## src/rtl/mtsp_mo_phase_scheduler_if.sv

```systemverilog
// ---------------------------------------------------------------------------
// mtsp_mo_phase_scheduler_if
//   Bundle-in / issue-out / writeback-out signal group of the MO phase
//   scheduler. CLK and RST are not part of this group; they stay plain ports
//   on the scheduler itself.
//
//   Handshake: a bundle transfers on a cycle where BUNDLE_VALID and
//   BUNDLE_READY are both high. The P* fields must be stable while
//   BUNDLE_VALID is high. READY may depend combinationally on FLUSH and on
//   the scheduler's registered state, but never on BUNDLE_VALID.
//   ISSUE_VALID and WB_VALID are single-cycle strobes with no back-pressure.
//
//   Modports:
//     master - fetch/decode side: drives FLUSH and the bundle, observes
//              everything the scheduler produces.
//     slave  - the scheduler.
//
//   Parameter GPR_AW : GPR address width.
// ---------------------------------------------------------------------------
interface mtsp_mo_phase_scheduler_if #(
    parameter int GPR_AW = 7
);
    logic              FLUSH;
    logic              BUNDLE_VALID;
    logic              BUNDLE_READY;
    logic              P0_EN;
    logic              P1_EN;
    logic [GPR_AW-1:0] P0_WADDR;
    logic [GPR_AW-1:0] P1_WADDR;
    logic [GPR_AW-1:0] P0_RADDR0;
    logic [GPR_AW-1:0] P0_RADDR1;
    logic [GPR_AW-1:0] P1_RADDR0;
    logic [GPR_AW-1:0] P1_RADDR1;
    logic              ISSUE_VALID;
    logic              ISSUE_PHASE;
    logic [GPR_AW-1:0] ISSUE_WADDR;
    logic              WB_VALID;
    logic [GPR_AW-1:0] WB_WADDR;
    logic              BUSY;
    logic [15:0]       STALL_COUNT;
    logic [1:0]        state_dbg;    // scheduler FSM state, for observation only

    modport master (
        output FLUSH, BUNDLE_VALID, P0_EN, P1_EN,
        output P0_WADDR, P1_WADDR, P0_RADDR0, P0_RADDR1, P1_RADDR0, P1_RADDR1,
        input  BUNDLE_READY, ISSUE_VALID, ISSUE_PHASE, ISSUE_WADDR,
        input  WB_VALID, WB_WADDR, BUSY, STALL_COUNT, state_dbg
    );

    modport slave (
        input  FLUSH, BUNDLE_VALID, P0_EN, P1_EN,
        input  P0_WADDR, P1_WADDR, P0_RADDR0, P0_RADDR1, P1_RADDR0, P1_RADDR1,
        output BUNDLE_READY, ISSUE_VALID, ISSUE_PHASE, ISSUE_WADDR,
        output WB_VALID, WB_WADDR, BUSY, STALL_COUNT, state_dbg
    );
endinterface

```

## src/rtl/mtsp_mo_phase_scheduler.sv

```systemverilog
// ---------------------------------------------------------------------------
// mtsp_mo_phase_scheduler
//   Sequences one unit-instruction bundle (phase #0 then phase #1) onto the
//   single shared MO datapath, at most one issue per cycle. Issue is held
//   while any source or destination GPR of the pending phase has a write in
//   flight (RAW/WAW). In-flight writes are tracked by a one-bit-per-GPR
//   scoreboard and a PIPE_LAT-deep writeback shift line.
//
// Ports:
//   CLK          clock
//   RST          synchronous, active-high reset
//   bus (slave)  FLUSH, bundle handshake + phase fields, issue strobe/phase/
//                dest, writeback strobe/dest, BUSY, STALL_COUNT, state_dbg
//
// Parameters:
//   GPR_AW    GPR address width (scoreboard is 2**GPR_AW bits)
//   PIPE_LAT  cycles from issue to writeback strobe (>= 1)
//
// Build option:
//   MTSP_SCHED_PERF_EN  when defined, STALL_COUNT counts hazard-stall cycles
//                       (saturating, cleared by RST only); otherwise it is 0.
// ---------------------------------------------------------------------------
module mtsp_mo_phase_scheduler #(
    parameter int GPR_AW   = 7,
    parameter int PIPE_LAT = 4
) (
    input  logic                       CLK,
    input  logic                       RST,
    mtsp_mo_phase_scheduler_if.slave   bus
);

    localparam int SB_N = 1 << GPR_AW;

    typedef enum logic [1:0] {
        ST_IDLE = 2'd0,
        ST_PH0  = 2'd1,
        ST_PH1  = 2'd2
    } state_t;

    state_t state_q, state_d;

    // Latched bundle. P0_EN is carried by the state the FSM enters on accept.
    logic              lat_p1_en;
    logic [GPR_AW-1:0] lat_p0_waddr, lat_p0_raddr0, lat_p0_raddr1;
    logic [GPR_AW-1:0] lat_p1_waddr, lat_p1_raddr0, lat_p1_raddr1;

    logic [SB_N-1:0]   sb_q;                 // 1 = write to that GPR in flight
    logic [PIPE_LAT-1:0] sh_v;               // writeback shift line valids
    logic [GPR_AW-1:0] sh_a [PIPE_LAT];      // writeback shift line addresses
    logic [GPR_AW-1:0] last_issue_waddr_q;

    logic              hz0, hz1;
    logic              ready;
    logic              accept;
    logic              issue_fire;
    logic              issue_phase;
    logic [GPR_AW-1:0] issue_addr;

    // Hazards look only at the registered scoreboard: a clear that lands in
    // this cycle (WB_VALID high) still blocks issue until the next cycle.
    assign hz0 = sb_q[lat_p0_raddr0] | sb_q[lat_p0_raddr1] | sb_q[lat_p0_waddr];
    assign hz1 = sb_q[lat_p1_raddr0] | sb_q[lat_p1_raddr1] | sb_q[lat_p1_waddr];

    // -----------------------------------------------------------------------
    // Next state / issue / ready
    // -----------------------------------------------------------------------
    always_comb begin
        state_d     = state_q;
        ready       = 1'b0;
        issue_fire  = 1'b0;
        issue_phase = 1'b0;
        issue_addr  = last_issue_waddr_q;

        case (state_q)
            ST_IDLE: begin
                ready = !bus.FLUSH;
            end
            ST_PH0: begin
                if (!bus.FLUSH && !hz0) begin
                    issue_fire = 1'b1;
                    issue_addr = lat_p0_waddr;
                    state_d    = lat_p1_en ? ST_PH1 : ST_IDLE;
                end
            end
            ST_PH1: begin
                // Final phase: the next bundle may be taken in the same cycle.
                if (!bus.FLUSH && !hz1) begin
                    issue_fire  = 1'b1;
                    issue_phase = 1'b1;
                    issue_addr  = lat_p1_waddr;
                    ready       = 1'b1;
                    state_d     = ST_IDLE;
                end
            end
            default: begin
                state_d = ST_IDLE;
            end
        endcase

        // Nothing is accepted or issued while reset is being applied.
        if (RST) begin
            ready       = 1'b0;
            issue_fire  = 1'b0;
            issue_phase = 1'b0;
        end

        accept = ready & bus.BUNDLE_VALID;
        if (accept) begin
            if (bus.P0_EN) begin
                state_d = ST_PH0;
            end else if (bus.P1_EN) begin
                state_d = ST_PH1;
            end else begin
                state_d = ST_IDLE;     // empty bundle consumed
            end
        end

        if (bus.FLUSH) begin
            state_d = ST_IDLE;
        end
    end

    // -----------------------------------------------------------------------
    // State and latched bundle
    // -----------------------------------------------------------------------
    always_ff @(posedge CLK) begin
        if (RST) begin
            state_q            <= ST_IDLE;
            lat_p1_en          <= 1'b0;
            lat_p0_waddr       <= '0;
            lat_p0_raddr0      <= '0;
            lat_p0_raddr1      <= '0;
            lat_p1_waddr       <= '0;
            lat_p1_raddr0      <= '0;
            lat_p1_raddr1      <= '0;
            last_issue_waddr_q <= '0;
        end else begin
            state_q <= state_d;
            if (accept) begin
                lat_p1_en     <= bus.P1_EN;
                lat_p0_waddr  <= bus.P0_WADDR;
                lat_p0_raddr0 <= bus.P0_RADDR0;
                lat_p0_raddr1 <= bus.P0_RADDR1;
                lat_p1_waddr  <= bus.P1_WADDR;
                lat_p1_raddr0 <= bus.P1_RADDR0;
                lat_p1_raddr1 <= bus.P1_RADDR1;
            end else if (bus.FLUSH) begin
                lat_p1_en <= 1'b0;
            end
            if (issue_fire) begin
                last_issue_waddr_q <= issue_addr;
            end
        end
    end

    // -----------------------------------------------------------------------
    // Writeback shift line. Address slots only move with a valid entry, so
    // the last slot holds the most recent writeback address between strobes.
    // -----------------------------------------------------------------------
    always_ff @(posedge CLK) begin
        if (RST) begin
            sh_v <= '0;
            for (int k = 0; k < PIPE_LAT; k++) begin
                sh_a[k] <= '0;
            end
        end else begin
            sh_v[0] <= issue_fire;
            if (issue_fire) begin
                sh_a[0] <= issue_addr;
            end
            for (int k = 1; k < PIPE_LAT; k++) begin
                sh_v[k] <= sh_v[k-1];
                if (sh_v[k-1]) begin
                    sh_a[k] <= sh_a[k-1];
                end
            end
        end
    end

    // -----------------------------------------------------------------------
    // Scoreboard. The bit clears at the end of the writeback-strobe cycle.
    // The set is written last so it wins if both hit the same GPR.
    // -----------------------------------------------------------------------
    always_ff @(posedge CLK) begin
        if (RST) begin
            sb_q <= '0;
        end else begin
            if (sh_v[PIPE_LAT-1]) begin
                sb_q[sh_a[PIPE_LAT-1]] <= 1'b0;
            end
            if (issue_fire) begin
                sb_q[issue_addr] <= 1'b1;
            end
        end
    end

`ifdef MTSP_SCHED_PERF_EN
    logic [15:0] stall_q;
    logic        stall_cyc;

    assign stall_cyc = !bus.FLUSH &&
                       (((state_q == ST_PH0) && hz0) || ((state_q == ST_PH1) && hz1));

    always_ff @(posedge CLK) begin
        if (RST) begin
            stall_q <= '0;
        end else if (stall_cyc && (stall_q != 16'hFFFF)) begin
            stall_q <= stall_q + 16'd1;
        end
    end

    assign bus.STALL_COUNT = stall_q;
`else
    assign bus.STALL_COUNT = 16'h0;
`endif

    // -----------------------------------------------------------------------
    // Outputs
    // -----------------------------------------------------------------------
    assign bus.BUNDLE_READY = ready;
    assign bus.ISSUE_VALID  = issue_fire;
    assign bus.ISSUE_PHASE  = issue_phase;
    assign bus.ISSUE_WADDR  = issue_addr;
    assign bus.WB_VALID     = sh_v[PIPE_LAT-1];
    assign bus.WB_WADDR     = sh_a[PIPE_LAT-1];
    assign bus.BUSY         = (state_q != ST_IDLE) | (|sb_q);
    assign bus.state_dbg    = state_q;

endmodule
```

## src/flat_wrapper.sv

```systemverilog
// flat-port wrapper written by rule: the top's interface ports become plain ports
module mtsp_mo_phase_scheduler_flat 
#(
    parameter int GPR_AW   = 7,
    parameter int PIPE_LAT = 4
)
  (CLK, RST, bus_FLUSH, bus_BUNDLE_VALID, bus_P0_EN, bus_P1_EN, bus_P0_WADDR, bus_P1_WADDR, bus_P0_RADDR0, bus_P0_RADDR1, bus_P1_RADDR0, bus_P1_RADDR1, bus_BUNDLE_READY, bus_ISSUE_VALID, bus_ISSUE_PHASE, bus_ISSUE_WADDR, bus_WB_VALID, bus_WB_WADDR, bus_BUSY, bus_STALL_COUNT, bus_state_dbg);
  mtsp_mo_phase_scheduler_if #(.GPR_AW(GPR_AW)) bus_i ();
  input  logic CLK;
  input  logic RST;
  input wire logic [$bits(bus_i.FLUSH)-1:0] bus_FLUSH;
  input wire logic [$bits(bus_i.BUNDLE_VALID)-1:0] bus_BUNDLE_VALID;
  input wire logic [$bits(bus_i.P0_EN)-1:0] bus_P0_EN;
  input wire logic [$bits(bus_i.P1_EN)-1:0] bus_P1_EN;
  input wire logic [$bits(bus_i.P0_WADDR)-1:0] bus_P0_WADDR;
  input wire logic [$bits(bus_i.P1_WADDR)-1:0] bus_P1_WADDR;
  input wire logic [$bits(bus_i.P0_RADDR0)-1:0] bus_P0_RADDR0;
  input wire logic [$bits(bus_i.P0_RADDR1)-1:0] bus_P0_RADDR1;
  input wire logic [$bits(bus_i.P1_RADDR0)-1:0] bus_P1_RADDR0;
  input wire logic [$bits(bus_i.P1_RADDR1)-1:0] bus_P1_RADDR1;
  output wire logic [$bits(bus_i.BUNDLE_READY)-1:0] bus_BUNDLE_READY;
  output wire logic [$bits(bus_i.ISSUE_VALID)-1:0] bus_ISSUE_VALID;
  output wire logic [$bits(bus_i.ISSUE_PHASE)-1:0] bus_ISSUE_PHASE;
  output wire logic [$bits(bus_i.ISSUE_WADDR)-1:0] bus_ISSUE_WADDR;
  output wire logic [$bits(bus_i.WB_VALID)-1:0] bus_WB_VALID;
  output wire logic [$bits(bus_i.WB_WADDR)-1:0] bus_WB_WADDR;
  output wire logic [$bits(bus_i.BUSY)-1:0] bus_BUSY;
  output wire logic [$bits(bus_i.STALL_COUNT)-1:0] bus_STALL_COUNT;
  output wire logic [$bits(bus_i.state_dbg)-1:0] bus_state_dbg;
  assign bus_i.FLUSH = bus_FLUSH;
  assign bus_i.BUNDLE_VALID = bus_BUNDLE_VALID;
  assign bus_i.P0_EN = bus_P0_EN;
  assign bus_i.P1_EN = bus_P1_EN;
  assign bus_i.P0_WADDR = bus_P0_WADDR;
  assign bus_i.P1_WADDR = bus_P1_WADDR;
  assign bus_i.P0_RADDR0 = bus_P0_RADDR0;
  assign bus_i.P0_RADDR1 = bus_P0_RADDR1;
  assign bus_i.P1_RADDR0 = bus_P1_RADDR0;
  assign bus_i.P1_RADDR1 = bus_P1_RADDR1;
  assign bus_BUNDLE_READY = bus_i.BUNDLE_READY;
  assign bus_ISSUE_VALID = bus_i.ISSUE_VALID;
  assign bus_ISSUE_PHASE = bus_i.ISSUE_PHASE;
  assign bus_ISSUE_WADDR = bus_i.ISSUE_WADDR;
  assign bus_WB_VALID = bus_i.WB_VALID;
  assign bus_WB_WADDR = bus_i.WB_WADDR;
  assign bus_BUSY = bus_i.BUSY;
  assign bus_STALL_COUNT = bus_i.STALL_COUNT;
  assign bus_state_dbg = bus_i.state_dbg;
  mtsp_mo_phase_scheduler #(.GPR_AW(GPR_AW), .PIPE_LAT(PIPE_LAT)) u_core (.CLK(CLK), .RST(RST), .bus(bus_i));
endmodule
```

## config.mk

```make
export PLATFORM = sky130hd
export DESIGN_NAME = mtsp_mo_phase_scheduler_flat
export DESIGN_NICKNAME = d
export VERILOG_FILES = /design/src/rtl/mtsp_mo_phase_scheduler_if.sv /design/src/rtl/mtsp_mo_phase_scheduler.sv /design/src/flat_wrapper.sv
export SDC_FILE = /design/constraint.sdc
export NUM_CORES = 1
export LEC_CHECK = 0
export BUFFER_PORTS_ARGS = -buffer_cell sky130_fd_sc_hd__buf_2
export CAP_MARGIN = 40
export CORE_UTILIZATION = 43
export CTS_CLUSTER_DIAMETER = 30
export CTS_CLUSTER_SIZE = 8
export DETAILED_ROUTE_END_ITERATION = 8
export SLEW_MARGIN = 20
export SYNTH_ARGS = -nofsm -noshare
export SYNTH_HDL_FRONTEND = slang
export SYNTH_SLANG_ARGS = --single-unit
```

## constraint.sdc

```tcl
create_clock -name CLK -period 4.6 [get_ports CLK]
set_clock_uncertainty 0.2 [all_clocks]
set_input_delay 0.92 -clock CLK [delete_from_list [all_inputs] [get_ports CLK]]
set_output_delay 0.92 -clock CLK [all_outputs]
set_load 0.01 [all_outputs]
```

==> run summary <==
Seq. cell area -> 4560 µm²
Antenna-violating nets left -> 0
Critical path class -> reg2out
CTS Buf Count -> 51
1st-pass router iterations -> 6
Failing checks -> negative setup slack
Overall routing resource usage -> 37.9%
Worst vdd rail ir drop -> 0.298 mV
Detailed Route Iter0 Violations -> 2150
Async SR Flop Fraction -> 0%
Crit path max fanout -> 8
Worst-skew pair later-pin latency -> 0.58 ns
P_leak -> 6.90 nW
Switching power -> 1.49 mW
Critical path launch point type -> flip-flop
Initial antenna violation count -> 1
I/O pins -> 85
Share of power burned in registers -> 31.9%
Drt wl/cell -> 30.6 µm
Most area-consuming cells after synthesis -> dfxtp_1 24%, mux4_2 23%, mux2i_1 8.7%, edfxtp_1 5.5%, nand3_1 5.0%
First-pass GRT wire length -> 99400 µm
Hold Crit Class -> reg2reg
Synth Instances -> 1571
Syn Area/Cell -> 9.72 µm²
Pin count of the biggest net entering global routing -> 130
Nets -> 1827
Top-area cell type share of the netlist area -> 24.1%
Fmax -> 0.209 GHz
Die area -> 36300 µm²
Sink Count -> 212
Final wirelength -> 69600 µm
Internal -> 4.63 mW
Die Y -> 190 µm
Worst-Margin Slew -> 0.878 ns
Logic pwr share -> 7.7%
Number of global-route vias before repair -> 14800
Mapped Area -> 15300 µm²
Min Hold Slack -> 0.280 ns
Width of the die -> 190 µm
CP delay by family, top -> simple AND/OR/NAND/NOR gates
CP Capture Type -> primary output
Root Buffer -> clkbuf_16
CP peak stage delay -> 0.74 ns
Area leader, netlist -> dfxtp_1
Max Slew Vio Count -> 0
Clock buffer depth -> 3
Register bit total from synthesis -> 212
CTS tree -> built
Number of enable flip-flop cells after synthesis -> 28
Endpoints failing hold -> 0
Detailed Place HPWL -> 48700 µm
Layout area overhead -> 30.3%
Synth cell count leaders -> 184 x dfxtp_1, 172 x nand2_1, 159 x mux4_2
Final WS setup -> -0.176 ns
Clock power share -> 60.4%
Share of cells above drive strength 1 -> 34.6%
# port buffers -> 68
Routability Congestion -> 1.05
Rel. slew slack -> 41.0%
RSZ-0062 raised after global routing -> yes
Post-layout util -> 57.3%
Most common cell in the netlist -> dfxtp_1
Crit-path cells -> nand2_1 > o221ai_1 > o21ai_0 > nand2_1 > and4_1 > nand4_1 > buf_6 > buf_6 > nor4_4 > buf_6 > a22o_1 > a21oi_2 > inv_2 > buf_6
Htree depth -> 2
Post-synth cell types -> 73
Reg2reg setup slack -> 0.16 ns
Critical Path AT -> 3.66 ns
Clock-pin slew on the worst setup and hold paths -> 0.04 ns
Vias per cell -> 6.93
# rows -> 68
Filler cell count -> 3013
Core Box Area -> 34700 µm²
Area of the multi-input gates -> 10300 µm²
Starting density of the core -> 44.0%
Detailed-route DRC error count -> 0
Vias -> 15800
Req. time, crit path -> 3.48 ns
Slowest CP cell -> dfxtp_1
Final period util -> 104%
Final setup viols -> 10
MaxCap Viol Count -> 0
Ys Warns -> 0
PD cells -> 308 nW/µm²
Tmin final -> 4.78 ns
Status -> finished, violations left
CTS Hold Buffers Added -> 0
Sw frac -> 24.3%
Grt ovf -> 0
Top_reg_cell synth -> dfxtp_1
Crit path buffers/inverters -> 5
Most used cell, CP -> buf_6
Seq/Total Area, Yosys -> 29.6%
[cells by family (layout without fill, tap and decap cells)]
group / after synthesis / in the layout / share of synthesized area [%]
compound gates: 274 / 274 / 11.7
fa+ha+maj: 3 / 3 / 0.246
buf+inv: 160 / 393 / 4.98
flops: 212 / 212 / 29.6
mux: 312 / 312 / 33.6
other cells: 1 / 17 / 0.0246
simple gates: 609 / 609 / 19.8
[through the flow]
stage / power (mW) / setup TNS, ns / instance area (µm²) / worst slack (ns) / cells
4_1_cts: 6.11 / -1.10 / 19700 / -0.171 / 2268
2_1_floorplan: 2.22 / 0 / 15300 / 0.295 / 1586
3_5_place_dp: 2.38 / 0 / 17100 / 0.0397 / 2127
5_1_grt: 6.25 / -1.90 / 19900 / -0.230 / 2274
3_3_place_gp: 2.38 / 0 / 17000 / 0.0629 / 2116
6_report: 6.12 / -1.36 / 19900 / -0.176 / 2275
[state kept, by name, indices dropped and copies added (netlist names)]
| signal | flops |
|---|---|
| u_core.lat_p1_en | 1 |
| u_core.sh_a | 28 |
| u_core.lat_p0_waddr | 7 |
| u_core.lat_p1_raddr0 | 7 |
| u_core.lat_p1_raddr1 | 7 |
| u_core.sb_q | 128 |
| u_core.lat_p0_raddr1 | 7 |
| u_core.lat_p0_raddr0 | 7 |
| u_core.last_issue_waddr_q | 7 |
| u_core.lat_p1_waddr | 7 |
| u_core.sh_v | 4 |
| u_core.bus.state_dbg | 2 |
[layer usage]
| layer | part of all wire (%) | GRT usage (%) | wire (µm) | up-vias |
|---|---|---|---|---|
| met5 | 0 | 0 | 0 | - |
| met4 | 6.5 | 22.1 | 4540 | 0 |
| met3 | 15 | 12.8 | 10400 | 301 |
| met2 | 42 | 54.7 | 29000 | 1378 |
| met1 | 37 | 49.3 | 25700 | 7612 |
| li1 | - | - | - | 6479 |
[cells in the final DEF (no fill, tap or decap), types with 28 or more instances in the layout]
cell type,count
nor2_1,91
nand3_1,149
buf_2,67
dfxtp_1,168
buf_4,133
nor2b_1,34
clkbuf_16,56
nand4_1,29
o21ai_0,114
nand2_1,171
buf_12,30
nor4_1,34
edfxtp_1,28
mux2i_1,125
mux4_2,159
[power groups by stage]
stage	clock network [mW]	logic, mW	registers, mW
after floorplan	0	0.272	1.95
after global routing	3.80	0.492	1.95
after CTS	3.71	0.448	1.95
after detailed placement	0	0.394	1.99
after global placement	0	0.390	1.99
final	3.70	0.471	1.95
[cell type report]
cell class                 instances  area share [%]
timing repair buffer             271            12.9
tap                              455            2.86
clock buffer                      70            7.65
clock inverter                    26            1.37
antenna                            1          0.0126
sequential                       212            22.9
inverter                          26           0.503
multi-input combinational       1214            51.7
[worst paths after layout]
check                                 end  cells past startpoint                         start
max                    bus_ISSUE_WADDR[5]                     14        u_core.lat_p1_waddr[4]
min          u_core.last_issue_waddr_q[1]                      1  u_core.last_issue_waddr_q[1]
max reg2reg              u_core.sb_q[107]                     21        u_core.lat_p1_waddr[4]
min reg2reg  u_core.last_issue_waddr_q[1]                      1  u_core.last_issue_waddr_q[1]
[repair_timing]
action,4_1_cts,5_1_grt
pin swaps,19,18
hold endpoints to repair,0,0
gates resized for setup,62,31
endpoints found under the setup margin,10,74
buffers inserted,40,6
cloned,5,2
Note: power is estimated with default switching activity, not from simulation.
